File: config.mk
export PLATFORM = sky130hd
export DESIGN_NAME = seg7_sweep_scheduler
export DESIGN_NICKNAME = d
export VERILOG_FILES = /design/src/rtl/seg7_pkg.sv /design/src/rtl/seg7_sweep_scheduler_refresh_timer.sv /design/src/rtl/seg7_sweep_scheduler.sv
export SDC_FILE = /design/constraint.sdc
export NUM_CORES = 1
export LEC_CHECK = 0
export CORE_UTILIZATION = 28
export DETAILED_ROUTE_END_ITERATION = 7
export PLACE_DENSITY_LB_ADDON = 0.3
export SKIP_CTS_REPAIR_TIMING = 1
export SLEW_MARGIN = 30
export SYNTH_ARGS = -nofsm -noshare
export SYNTH_HDL_FRONTEND = slang
export SYNTH_HIERARCHICAL = 1
export SYNTH_SLANG_ARGS = --single-unit
File: constraint.sdc
create_clock -name i_Clk -period 3.85 [get_ports i_Clk]
set_clock_uncertainty 0.1 [all_clocks]
set_input_delay 0.5775 -clock i_Clk [delete_from_list [all_inputs] [get_ports i_Clk]]
set_output_delay 0.5775 -clock i_Clk [all_outputs]
set_load 0.03 [all_outputs]
File: src/rtl/seg7_pkg.sv
// Shared types and constants for the multiplexed seven-segment sweep logic.
package seg7_pkg;

    localparam logic [6:0] SEG_BLANK = 7'h7F;

    typedef enum logic [1:0] {
        ST_IDLE,
        ST_ISSUE,
        ST_WAIT,
        ST_CAPTURE
    } sweep_state_e;

    function automatic int idx_width(input int n);
        return (n > 1) ? $clog2(n) : 1;
    endfunction

    function automatic int timer_width(input int div);
        return (div > 0) ? $clog2(div + 1) : 1;
    endfunction

endpackage

File: src/rtl/seg7_sweep_scheduler_refresh_timer.sv
// Free-running refresh counter; one-cycle tick at terminal count.
module seg7_refresh_timer
    import seg7_pkg::*;
#(
    parameter int REFRESH_DIV = 25000
) (
    input  logic i_Clk,
    input  logic i_Rst,
    output logic o_Tick
);

    localparam int CNT_W = timer_width(REFRESH_DIV);

    generate
        if (REFRESH_DIV == 0) begin : g_off
            assign o_Tick = 1'b0;
        end else begin : g_cnt
            localparam logic [CNT_W-1:0] TERM = CNT_W'(REFRESH_DIV - 1);
            logic [CNT_W-1:0] cnt_q;
            logic [CNT_W-1:0] cnt_d;

            always_comb begin
                cnt_d = cnt_q + 1'b1;
                if (cnt_q == TERM) begin
                    cnt_d = '0;
                end
            end

            always_ff @(posedge i_Clk or posedge i_Rst) begin
                if (i_Rst) begin
                    cnt_q <= '0;
                end else begin
                    cnt_q <= cnt_d;
                end
            end

            assign o_Tick = (cnt_q == TERM);
        end
    endgenerate

endmodule

File: src/rtl/seg7_sweep_scheduler.sv
// Shares one external nibble-to-segment converter across all digits and
// latches each result into glitch-free active-low segment registers.
module seg7_sweep_scheduler
    import seg7_pkg::*;
#(
    parameter int NUM_DIGITS   = 2,
    parameter int CONV_LATENCY = 1,
    parameter int REFRESH_DIV  = 25000,
    parameter int LZ_SUPPRESS  = 1
) (
    input  logic                    i_Clk,
    input  logic                    i_Rst,
    input  logic [4*NUM_DIGITS-1:0] i_Digits,
    input  logic [NUM_DIGITS-1:0]   i_Blank_Mask,
    input  logic                    i_Update,
    output logic [3:0]              o_Conv_Nibble,
    input  logic [6:0]              i_Conv_Seg,
    output logic [7*NUM_DIGITS-1:0] o_Segments,
    output logic                    o_Busy,
    output logic                    o_Done
);

    localparam int IDX_W = idx_width(NUM_DIGITS);
    localparam logic [IDX_W-1:0] LAST_IDX = IDX_W'(NUM_DIGITS - 1);
    localparam logic [1:0] WAIT_LAST = 2'(CONV_LATENCY - 2);

    sweep_state_e            state_q, state_d;
    logic [IDX_W-1:0]        idx_q, idx_d, idx_nxt;
    logic [4*NUM_DIGITS-1:0] snap_q, snap_d;
    logic [NUM_DIGITS-1:0]   blank_q, blank_d, blank_new;
    logic [7*NUM_DIGITS-1:0] seg_q, seg_d;
    logic [3:0]              nib_q, nib_d;
    logic [1:0]              wcnt_q, wcnt_d;
    logic                    busy_q, busy_d;
    logic                    done_q, done_d;
    logic                    pend_q, pend_d;
    logic                    tick;
    logic                    trigger;
    logic                    lz;

    seg7_refresh_timer #(
        .REFRESH_DIV(REFRESH_DIV)
    ) u_timer (
        .i_Clk (i_Clk),
        .i_Rst (i_Rst),
        .o_Tick(tick)
    );

    assign trigger = i_Update | tick;
    assign idx_nxt = idx_q + 1'b1;

    // Only evaluated at snapshot time, so it reflects the snapshot exactly.
    always_comb begin
        blank_new = i_Blank_Mask;
        lz = (LZ_SUPPRESS != 0);
        for (int k = NUM_DIGITS - 1; k >= 1; k--) begin
            lz = lz && (i_Digits[4*k +: 4] == 4'h0);
            if (lz) begin
                blank_new[k] = 1'b1;
            end
        end
    end

    always_comb begin
        state_d = state_q;
        idx_d   = idx_q;
        snap_d  = snap_q;
        blank_d = blank_q;
        seg_d   = seg_q;
        nib_d   = nib_q;
        wcnt_d  = wcnt_q;
        busy_d  = busy_q;
        done_d  = 1'b0;
        pend_d  = pend_q;
        if (state_q != ST_IDLE && trigger) begin
            pend_d = 1'b1;
        end
        unique case (state_q)
            ST_IDLE: begin
                if (trigger || pend_q) begin
                    state_d = ST_ISSUE;
                    snap_d  = i_Digits;
                    blank_d = blank_new;
                    idx_d   = '0;
                    nib_d   = i_Digits[3:0];
                    pend_d  = 1'b0;
                    busy_d  = 1'b1;
                end
            end
            ST_ISSUE: begin
                wcnt_d  = '0;
                state_d = (CONV_LATENCY > 1) ? ST_WAIT : ST_CAPTURE;
            end
            ST_WAIT: begin
                if (wcnt_q == WAIT_LAST) begin
                    state_d = ST_CAPTURE;
                end else begin
                    wcnt_d = wcnt_q + 1'b1;
                end
            end
            ST_CAPTURE: begin
                seg_d[7*int'(idx_q) +: 7] =
                    blank_q[idx_q] ? SEG_BLANK : ~i_Conv_Seg;
                if (idx_q == LAST_IDX) begin
                    state_d = ST_IDLE;
                    busy_d  = 1'b0;
                    done_d  = 1'b1;
                end else begin
                    idx_d   = idx_nxt;
                    nib_d   = snap_q[4*int'(idx_nxt) +: 4];
                    state_d = ST_ISSUE;
                end
            end
            default: state_d = ST_IDLE;
        endcase
    end

    always_ff @(posedge i_Clk or posedge i_Rst) begin
        if (i_Rst) begin
            state_q <= ST_IDLE;
            idx_q   <= '0;
            snap_q  <= '0;
            blank_q <= '0;
            seg_q   <= '1;
            nib_q   <= '0;
            wcnt_q  <= '0;
            busy_q  <= 1'b0;
            done_q  <= 1'b0;
            pend_q  <= 1'b0;
        end else begin
            state_q <= state_d;
            idx_q   <= idx_d;
            snap_q  <= snap_d;
            blank_q <= blank_d;
            seg_q   <= seg_d;
            nib_q   <= nib_d;
            wcnt_q  <= wcnt_d;
            busy_q  <= busy_d;
            done_q  <= done_d;
            pend_q  <= pend_d;
        end
    end

    assign o_Conv_Nibble = nib_q;
    assign o_Segments    = seg_q;
    assign o_Busy        = busy_q;
    assign o_Done        = done_q;

endmodule

==> results of run 1 <==
[metal layers]
metal	track usage, %	vias to the layer above	part of all wire (%)
met4	2.69	0	0.32
met2	17.8	25	48
met3	3.09	2	3.5
li1	-	801	-
met5	0	-	0
met1	14.7	753	48
[path summary, 6_finish.rpt]
check                                          to                    from  depth (start not counted)
min in group asynchronous  u_timer/g_cnt.cnt_q[7]                   i_Rst                          2
min reg2reg                u_timer/g_cnt.cnt_q[0]  u_timer/g_cnt.cnt_q[0]                          1
min                        u_timer/g_cnt.cnt_q[0]  u_timer/g_cnt.cnt_q[0]                          1
max reg2reg                      o_Conv_Nibble[1]  u_timer/g_cnt.cnt_q[3]                          5
max                              o_Conv_Nibble[1]  u_timer/g_cnt.cnt_q[3]                          5
max in group asynchronous           o_Segments[3]                   i_Rst                          3
[flip-flops by register name (all words and copies together), names as in the netlist]
signal / count
idx_q: 1
o_Done: 1
state_q: 2
pend_q: 1
snap_q: 8
o_Segments: 14
o_Busy: 1
wcnt_q: 2
blank_q: 2
u_timer/g_cnt.cnt_q: 15
o_Conv_Nibble: 4
[synth_stat cells (all sizes together), types with 5 or more instances]
cell type | instances | area [um^2]
dfrtp | 37 | 926
nor2 | 24 | 90.1
dfstp | 14 | 368
mux2 | 14 | 158
nand2 | 13 | 48.8
o21ai | 11 | 58.8
nor2b | 9 | 56.3
a21oi | 8 | 40.0
a31oi | 8 | 50.1
ha | 7 | 87.6
inv | 7 | 26.3
xnor2 | 6 | 52.6
nand3 | 5 | 25.0
xor2 | 5 | 43.8
[kinds of logic after synthesis]
logic type,synth area share (%)
compound gates,8.25
xor+xnor,4.10
fa+ha+maj,3.73
buf+inv,2.93
flops,55.0
mux,8.41
simple gates,17.6
[through the flow]
| step | total power, mW | setup WS (ps) | instances |
|---|---|---|---|
| final | 2.18 | 1150 | 355 |
| after CTS | 2.22 | 1120 | 355 |
| after global placement | 1.89 | 1160 | 347 |
| after floorplan | 1.59 | 1380 | 207 |
| after global routing | 2.34 | 951 | 355 |
| after detailed placement | 1.91 | 1150 | 347 |
[final cells by class]
class / instances / area [um^2] / share of cell area, %
sequential: 51 / 1290 / 44.1
multi-input combinational: 143 / 988 / 33.7
timing repair buffer: 41 / 405 / 13.8
tap: 105 / 131 / 4.48
clock buffer: 5 / 68.8 / 2.35
inverter: 7 / 26.3 / 0.896
clock inverter: 3 / 18.8 / 0.640
[power by group]
part / switching [mW] / internal, mW / leakage (nW) / total (mW)
logic: 0.535 / 0.450 / 0.589 / 0.985
clock network: 0.172 / 0.128 / 0.0483 / 0.300
registers: 0.122 / 0.773 / 0.599 / 0.894
total: 0.829 / 1.35 / 1.24 / 2.18
==> results.sh, run 1 <==
export IMPL_r2r_slack_ps=1150
export IMPL_dp_hpwl_um=3340
export IMPL_fin_area_um2=2930
export IMPL_final_layout_size_suffix_gt1_share_pct=17.6
export IMPL_synth_edff_count=0
export IMPL_final_common_cell="clkdlybuf4s50_1"
export IMPL_fin_util_pct=35.9
export IMPL_htreeDepth=2
export IMPL_cp_start_kind="flop"
export IMPL_dr_first_iter_drc_count=71
export IMPL_finalWeightedCongestion=0.766
export IMPL_postRouteAntennaNets=0
export IMPL_root_buffer="clkbuf_8"
export IMPL_drc=0
export IMPL_cp_max_fo=11
export IMPL_clock_latency_ps=300
export IMPL_outcome="complete, no violations"
export IMPL_setup_violations=0
export IMPL_fp_dieH_um=93.6
export IMPL_holdWs_ps=359
export IMPL_dieArea_um2=8770
export IMPL_critPathBufInv=0
export IMPL_layout_nets=276
export IMPL_crit_type="flop to flop"
export IMPL_crit_arrival_ps=2790
export IMPL_detail_route_wl_per_cell_um=12.5
export IMPL_first_pass_iters=3
export IMPL_syn_nets=234
export IMPL_antenna_found_initial=0
export IMPL_n_antenna_cell=0
export IMPL_crit_path_end_kind="flop"
export IMPL_finalCritPeriodShare_pct=70.3
export IMPL_timing_final_max_slew_violations=0
export IMPL_max_freq_mhz=370
export IMPL_netlist_instances=207
export IMPL_relSlewSlack_pct=57.8
export IMPL_synthArstFlopShare_pct=100
export IMPL_placedInstanceArea_um2=2850
export IMPL_io_pins=40
export IMPL_slowest_stage="or4b_1"
export IMPL_grt_usage_pct=11.1
export IMPL_hold_viol=0
export IMPL_max_vdd_ir_drop_mv=0.312
export IMPL_yosys_warnings=6
export IMPL_finalSetupTns_ps=0
export IMPL_viasPerCell=4.45
export IMPL_post_route_min_period_ps=2700
export IMPL_cp_cell_sequence="or4b_1, nor4_4, nor3_1, a211oi_4, mux2_2"
export IMPL_synth_avg_cell_area_um2=11.4
export IMPL_start_util_pct=28.8
export IMPL_cap_violations=0
export IMPL_synth_seq_cells=51
export IMPL_cts_sinks=51
export IMPL_crit_required_ps=3940
export IMPL_grt_ovfl_total=0
export IMPL_n_fill_cell=840
export IMPL_critPathMaxStageDelay_ps=580
export IMPL_synth_yosys_seq_area_share_pct=55.0
export IMPL_grt_pass1_vias=1611
export IMPL_synth_cell_type_count=39
export IMPL_clk_pin_slew_ps=90
export IMPL_portBuffers=39
export IMPL_grt_pass1_wl_um=7580
export IMPL_leakagePower_nw=1.24
export IMPL_rsz0062_at_grt="no"
export IMPL_worst_pin_slew_ps=632
export IMPL_crit_family="simple AND/OR/NAND/NOR gates"
export IMPL_netlist_area_um2=2350
export IMPL_grt_max_degree=37
export IMPL_cts_path_max_buffers=2
export IMPL_die_x_um=93.6
export IMPL_core_um2=8180
export IMPL_rows=33
export IMPL_cts_tree="built"
export IMPL_syn_to_final_growth_pct=24.7
export IMPL_p_per_area_nw_per_um2=743
export IMPL_hp_class="flop to flop"
export IMPL_layout_common_cells="clkdlybuf4s50_1 (39), dfrtp_1 (37), nor2_1 (24), mux2_2 (14), dfstp_2 (14)"
export IMPL_cts_buffers=5
export IMPL_synthFlopType="dfrtp_1"
export IMPL_vias=1581
export IMPL_wirelength_um=4430
Power figures use the tool's default switching activity.
==> run 2: changes to the inputs <==
==> constraint.sdc (replaced) <==
create_clock -name i_Clk -period 2.4 [get_ports i_Clk]
set_clock_uncertainty 0.1 [all_clocks]
set_input_delay 0.36 -clock i_Clk [delete_from_list [all_inputs] [get_ports i_Clk]]
set_output_delay 0.36 -clock i_Clk [all_outputs]
set_load 0.03 [all_outputs]
==> run 2 against run 1 <==
  * Critical path depth unchanged
  * Worst hold slack got worse by 22 ps
  * Highest routed layer unchanged
  * Clock power rose by 75%
  * Clock-buffer cell count rose by 1
  * Non-clock buffer count increased by 7
  * Critical endpoint is now o_Conv_Nibble[3]
  * Die area unchanged
  * Register-to-register slack worse by 1100 ps
  * Setup slack worse by 1100 ps
  * Utilization is 0.98 points higher
  * Maximum frequency grew 16%
  * Critical path type unchanged
  * Power grew 63%
  * First-iteration DRC count increased by 35%
==> results.sh, run 2 (synthesis gave the netlist of run 1 again) <==
export IMPL_outcome="complete, no violations"
export IMPL_crit_arrival_ps=2420
export IMPL_grt_ovfl_total=0
export IMPL_p_per_area_nw_per_um2=1180
export IMPL_dieArea_um2=8770
export IMPL_combPwrFrac_pct=44.6
export IMPL_io_pins=40
export IMPL_critPathBufInv=0
export IMPL_detail_route_wl_per_cell_um=12.6
export IMPL_cts_tree="built"
export IMPL_multi_input_area_um2=1000
export IMPL_max_freq_mhz=430
export IMPL_pwr_share_seq_pct=40.6
export IMPL_switching_share_pct=37.8
export IMPL_first_pass_iters=4
export IMPL_cts_sinks=51
export IMPL_leakagePower_nw=1.28
export IMPL_crit_path_end_kind="flop"
export IMPL_hp_class="input port to async pin"
export IMPL_drc=0
export IMPL_wirelength_um=4550
export IMPL_finalWeightedCongestion=0.806
export IMPL_root_buffer="clkbuf_8"
export IMPL_finalPower_mw=3.55
export IMPL_final_layout_size_suffix_gt1_share_pct=21.0
export IMPL_grt_max_degree=37
export IMPL_timing_final_max_slew_violations=0
export IMPL_fin_area_um2=3010
export IMPL_placedInstanceArea_um2=2910
export IMPL_p_clk_share_pct=14.8
export IMPL_max_vdd_ir_drop_mv=0.465
export IMPL_layout_common_cells="clkdlybuf4s50_1 (39), dfrtp_1 (37), nor2_1 (24), mux2_2 (14), dfstp_2 (14)"
export IMPL_n_antenna_cell=0
export IMPL_rsz0062_at_grt="yes"
export IMPL_dp_hpwl_um=3280
export IMPL_clk_pin_slew_ps=90
export IMPL_relSlewSlack_pct=61.9
export IMPL_grt_pass1_wl_um=7720
export IMPL_rows=33
export IMPL_viasPerCell=4.57
export IMPL_layout_nets=283
export IMPL_crit_family="simple AND/OR/NAND/NOR gates"
export IMPL_worst_pin_slew_ps=571
export IMPL_dp_cells=354
export IMPL_cp_max_fo=4
export IMPL_setup_ws_ps=74.4
export IMPL_crit_type="flop to flop"
export IMPL_portBuffers=39
export IMPL_n_fill_cell=815
export IMPL_core_um2=8180
export IMPL_dr_first_iter_drc_count=96
export IMPL_post_route_min_period_ps=2330
export IMPL_syn_to_final_growth_pct=28.2
export IMPL_die_x_um=93.6
export IMPL_cts_path_max_buffers=2
export IMPL_final_cells=362
export IMPL_crit_required_ps=2490
export IMPL_final_common_cell="clkdlybuf4s50_1"
export IMPL_cts_buffers=5
export IMPL_finalCritPeriodShare_pct=96.9
export IMPL_r2r_slack_ps=70
export IMPL_clock_latency_ps=310
export IMPL_cap_violations=0
export IMPL_start_util_pct=28.8
export IMPL_top_register="u_timer/g_cnt.cnt_q"
export IMPL_cp_cell_sequence="or4bb_4, nor4_4, nor3_2, a211oi_4, mux2_2"
export IMPL_fp_dieH_um=93.6
export IMPL_htreeDepth=2
export IMPL_grt_pass1_vias=1567
export IMPL_critPathMaxStageDelay_ps=570
export IMPL_internal_power_mw=2.21
export IMPL_antenna_found_initial=0
export IMPL_grt_usage_pct=11.5
export IMPL_holdWs_ps=337
export IMPL_largest_reg_flops=15
export IMPL_hold_viol=0
export IMPL_p_switching_mw=1.34
export IMPL_slowest_stage="or4bb_4"
export IMPL_vias=1655
export IMPL_cp_start_kind="flop"
export IMPL_pre_cts_ws_ps=106
export IMPL_postRouteAntennaNets=0
export IMPL_ff_latch_area_um2=1290
export IMPL_setup_violations=0
run 2: layer usage:
metal | routed length, um | global-route usage, % | part of all wire (%) | up-vias
li1 | - | - | - | 815
met1 | 2260 | 15.7 | 50 | 800
met2 | 2040 | 17.3 | 45 | 35
met3 | 178 | 3.09 | 3.9 | 5
met4 | 67 | 4.62 | 1.5 | 0
met5 | 0 | 0 | 0 | -
run 2: path summary, 6_finish.rpt:
kind,start,endpoint,depth (start not counted)
min in group i_Clk,u_timer/g_cnt.cnt_q[0],u_timer/g_cnt.cnt_q[0],1
setup / recovery,u_timer/g_cnt.cnt_q[10],o_Conv_Nibble[3],5
hold reg to reg,u_timer/g_cnt.cnt_q[0],u_timer/g_cnt.cnt_q[0],1
setup reg to reg,u_timer/g_cnt.cnt_q[10],o_Conv_Nibble[3],5
max in group asynchronous,i_Rst,o_Segments[12],3
hold / removal,i_Rst,u_timer/g_cnt.cnt_q[4],2
run 2: through the flow:
stage | setup TNS, ps | util [%]
2_1_floorplan | -201 | -
3_3_place_gp | 0 | 35.6
3_5_place_dp | 0 | 35.6
4_1_cts | 0 | 36.8
5_1_grt | -38.0 | 36.9
6_report | 0 | 36.9
run 2: area by class of cell:
cell class                      instances  area share (%)
Sequential cell                        51            42.9
Multi-Input combinational cell        143            33.3
Timing Repair Buffer                   48            15.3
Tap cell                              105            4.36
Clock buffer                            6            2.74
Inverter                                7           0.872
Clock inverter                          2           0.498
run 2: power by group through the flow:
stage | Clock, mW | Combinational [mW] | Sequential, mW
global placement | 0 | 1.58 | 1.46
detailed placement | 0 | 1.60 | 1.47
floorplan | 0 | 0.821 | 1.74
finish | 0.526 | 1.58 | 1.44
CTS | 0.552 | 1.60 | 1.45
global route | 0.583 | 1.74 | 1.49
==> RTL change: new RTL, settings of run 2 <==
`REFRESH_DIV` is set to 25000 in 2 places; all go to 12500.
--- a/src/rtl/seg7_sweep_scheduler_refresh_timer.sv
+++ b/src/rtl/seg7_sweep_scheduler_refresh_timer.sv
@@ -3,5 +3,5 @@
     import seg7_pkg::*;
 #(
-    parameter int REFRESH_DIV = 25000
+    parameter int REFRESH_DIV = 12500
 ) (
     input  logic i_Clk,
--- a/src/rtl/seg7_sweep_scheduler.sv
+++ b/src/rtl/seg7_sweep_scheduler.sv
@@ -6,5 +6,5 @@
     parameter int NUM_DIGITS   = 2,
     parameter int CONV_LATENCY = 1,
-    parameter int REFRESH_DIV  = 25000,
+    parameter int REFRESH_DIV  = 12500,
     parameter int LZ_SUPPRESS  = 1
 ) (
Behaviour: same outputs for any inputs over 10 cycles, from zero or initial values and one cycle with i_Rst high; that may be too few to reach the edited logic, so the function may still have changed.
==> RTL change against run 2 <==
  * Critical path depth is 1 higher
  * Power down 0.36%
  * Sequential cell count shrank 1
  * Wire length shrank 5.4%
  * Worst setup slack improved by 0.16 ns
  * Cell area is 2.8% lower
  * Synthesized area decreased by 1.2%
  * Critical path type unchanged
  * Largest cell class unchanged
  * Largest power group unchanged
==> RTL change: results (changes against run 2) <==
{| class="wikitable"
! Metric !! Value
|-
| Internal Dissipation || 2.23 mW (+1.1%)
|-
| Result of the run || completed
|-
| Share of post-route cells with drive strength above 1 || 17.7% (-3.3 points)
|-
| Largest fanout on the critical path || 6 (+2)
|-
| Post-synthesis cell count || 204 (-1.4%)
|-
| Overall routing resource usage || 10.8% (-0.72 points)
|-
| Routing usage on met1 || 15.0% (-0.69 points)
|-
| Hpwl dp || 3180 um (-3.0%)
|-
| Final wirelength || 4300 um (-5.4%)
|-
| Total vias in the final route || 1,583 (-4.4%)
|-
| Worst setup timing slack at the placement stage || 0.224 ns (+0.118 ns)
|-
| Met2 track utilization from global routing || 16.1% (-1.2 points)
|-
| Main area contributors after synthesis || dfrtp_1 39%, dfstp_2 16%, mux2_2 6.8%
|-
| Slowest CP cell || dfrtp_1
|-
| Post-synth net total || 232 (-0.85%)
|-
| Placer congestion estimate || 0.823 (+2.0%)
|-
| Number of violations reported at the end of detailed-routing iteration 0 || 28 (-71%)
|-
| First-pass GRT wire length || 7290 um (-5.6%)
|-
| Class of the most critical hold timing path || in -> async
|-
| Number of library cell types mapped by synthesis || 38 (-2.6%)
|-
| Filler-free cell count of the finished design || 350 (-3.3%)
|-
| Via count of the first global-routing pass || 1,544 (-1.5%)
|-
| Commonest cells in the synthesized netlist || 36 x dfrtp_1, 24 x nor2_1, 14 x dfstp_2, 14 x mux2_2, 10 x nand2_1
|-
| Final standard cell utilization of the core || 37.1% (+0.27 points)
|-
| Crit path max-delay family || simple AND/OR/NAND/NOR gates
|-
| Nets || 275 (-2.8%)
|-
| Number of buffers created by CTS || 5 (unchanged)
|-
| Part of the Yosys area used for sequential elements || 54.6% (-0.43 points)
|-
| Placed cell area || 0.00283 mm2 (-2.8%)
|-
| Post-placement cell count || 342 (-3.4%)
|-
| YS warnings || 6 (unchanged)
|-
| Fillers || 783 (-3.9%)
|-
| Critical Path AT || 2.25 ns (-0.17 ns)
|-
| Worst slew slack as a fraction of its limit || 65.3% (+3.4 points)
|-
| Critical Path Max Stage Delay || 0.43 ns (-0.14 ns)
|-
| Max VDD drop || 0.567 mV (+22%)
|-
| Met3 track demand over resource in global routing || 3.01% (-0.081 points)
|-
| Reported leakage power || 1.24 nW (-3.3%)
|}
## RTL change: cell types whose count changed after synthesis, sizes merged, moves of 3 or more
cell,run 2,this run
nand2,13,10
and4,0,3
nor4,4,1
and3,0,3
## RTL change: cell type report
class                      count  area share (%)
tap                          102            4.36
multi-input combinational    141            33.6
sequential                    50            43.3
inverter                       5           0.641
clock buffer                   8            3.46
timing repair buffer          44            14.6
## RTL change: path summary, 6_finish.rpt
check,from,cells past startpoint,slack (ns),endpoint
worst min-delay path,i_Rst,2,0.33,u_timer/g_cnt.cnt_q[12]$_DFF_PP0_
max in group asynchronous,i_Rst,3,1.45,o_Segments[13]$_DFFE_PP1P_
min in group i_Clk,o_Segments[0]$_DFFE_PP1P_,2,0.39,o_Segments[0]$_DFFE_PP1P_
worst max register to register,u_timer/g_cnt.cnt_q[0]$_DFF_PP0_,6,0.24,o_Conv_Nibble[3]$_DFFE_PP0P_
worst min register to register,o_Segments[0]$_DFFE_PP1P_,2,0.39,o_Segments[0]$_DFFE_PP1P_
worst max-delay path,u_timer/g_cnt.cnt_q[0]$_DFF_PP0_,6,0.24,o_Conv_Nibble[3]$_DFFE_PP0P_
## RTL change: metal layers
metal	vias up	part of all wire (%)
met5	-	0
met4	0	0.67
met3	2	4.3
met2	30	45
met1	765	50
li1	786	-
## RTL change: power by group through the flow
| stage | clock, mW | sequential [mW] | combinational [mW] |
|---|---|---|---|
| final | 0.532 | 1.42 | 1.59 |
| after global routing | 0.588 | 1.47 | 1.74 |
| after detailed placement | 0 | 1.44 | 1.61 |
| after CTS | 0.560 | 1.43 | 1.62 |
| after floorplan | 0 | 1.72 | 0.820 |
| after global placement | 0 | 1.44 | 1.58 |
## RTL change: worst register-to-register path, delay by kind of cell, from the launching register on
| family | cells | cell delay [ns] |
|---|---|---|
| and+or+nand+nor | 3 | 0.61 |
| AOI/OAI and AO/OA | 1 | 0.33 |
| muxes | 1 | 0.37 |
| adders and majority gates | 1 | 0.21 |
| DFF | 1 | 0.43 |
## RTL change: kinds of logic after synthesis
group | share of synthesized area, %
and+or+nand+nor | 17.2
DFF | 54.6
AOI/OAI and AO/OA | 7.92
muxes | 8.51
buffers and inverters | 3.28
xor gates and xnor gates | 4.15
adders and majority gates | 4.31
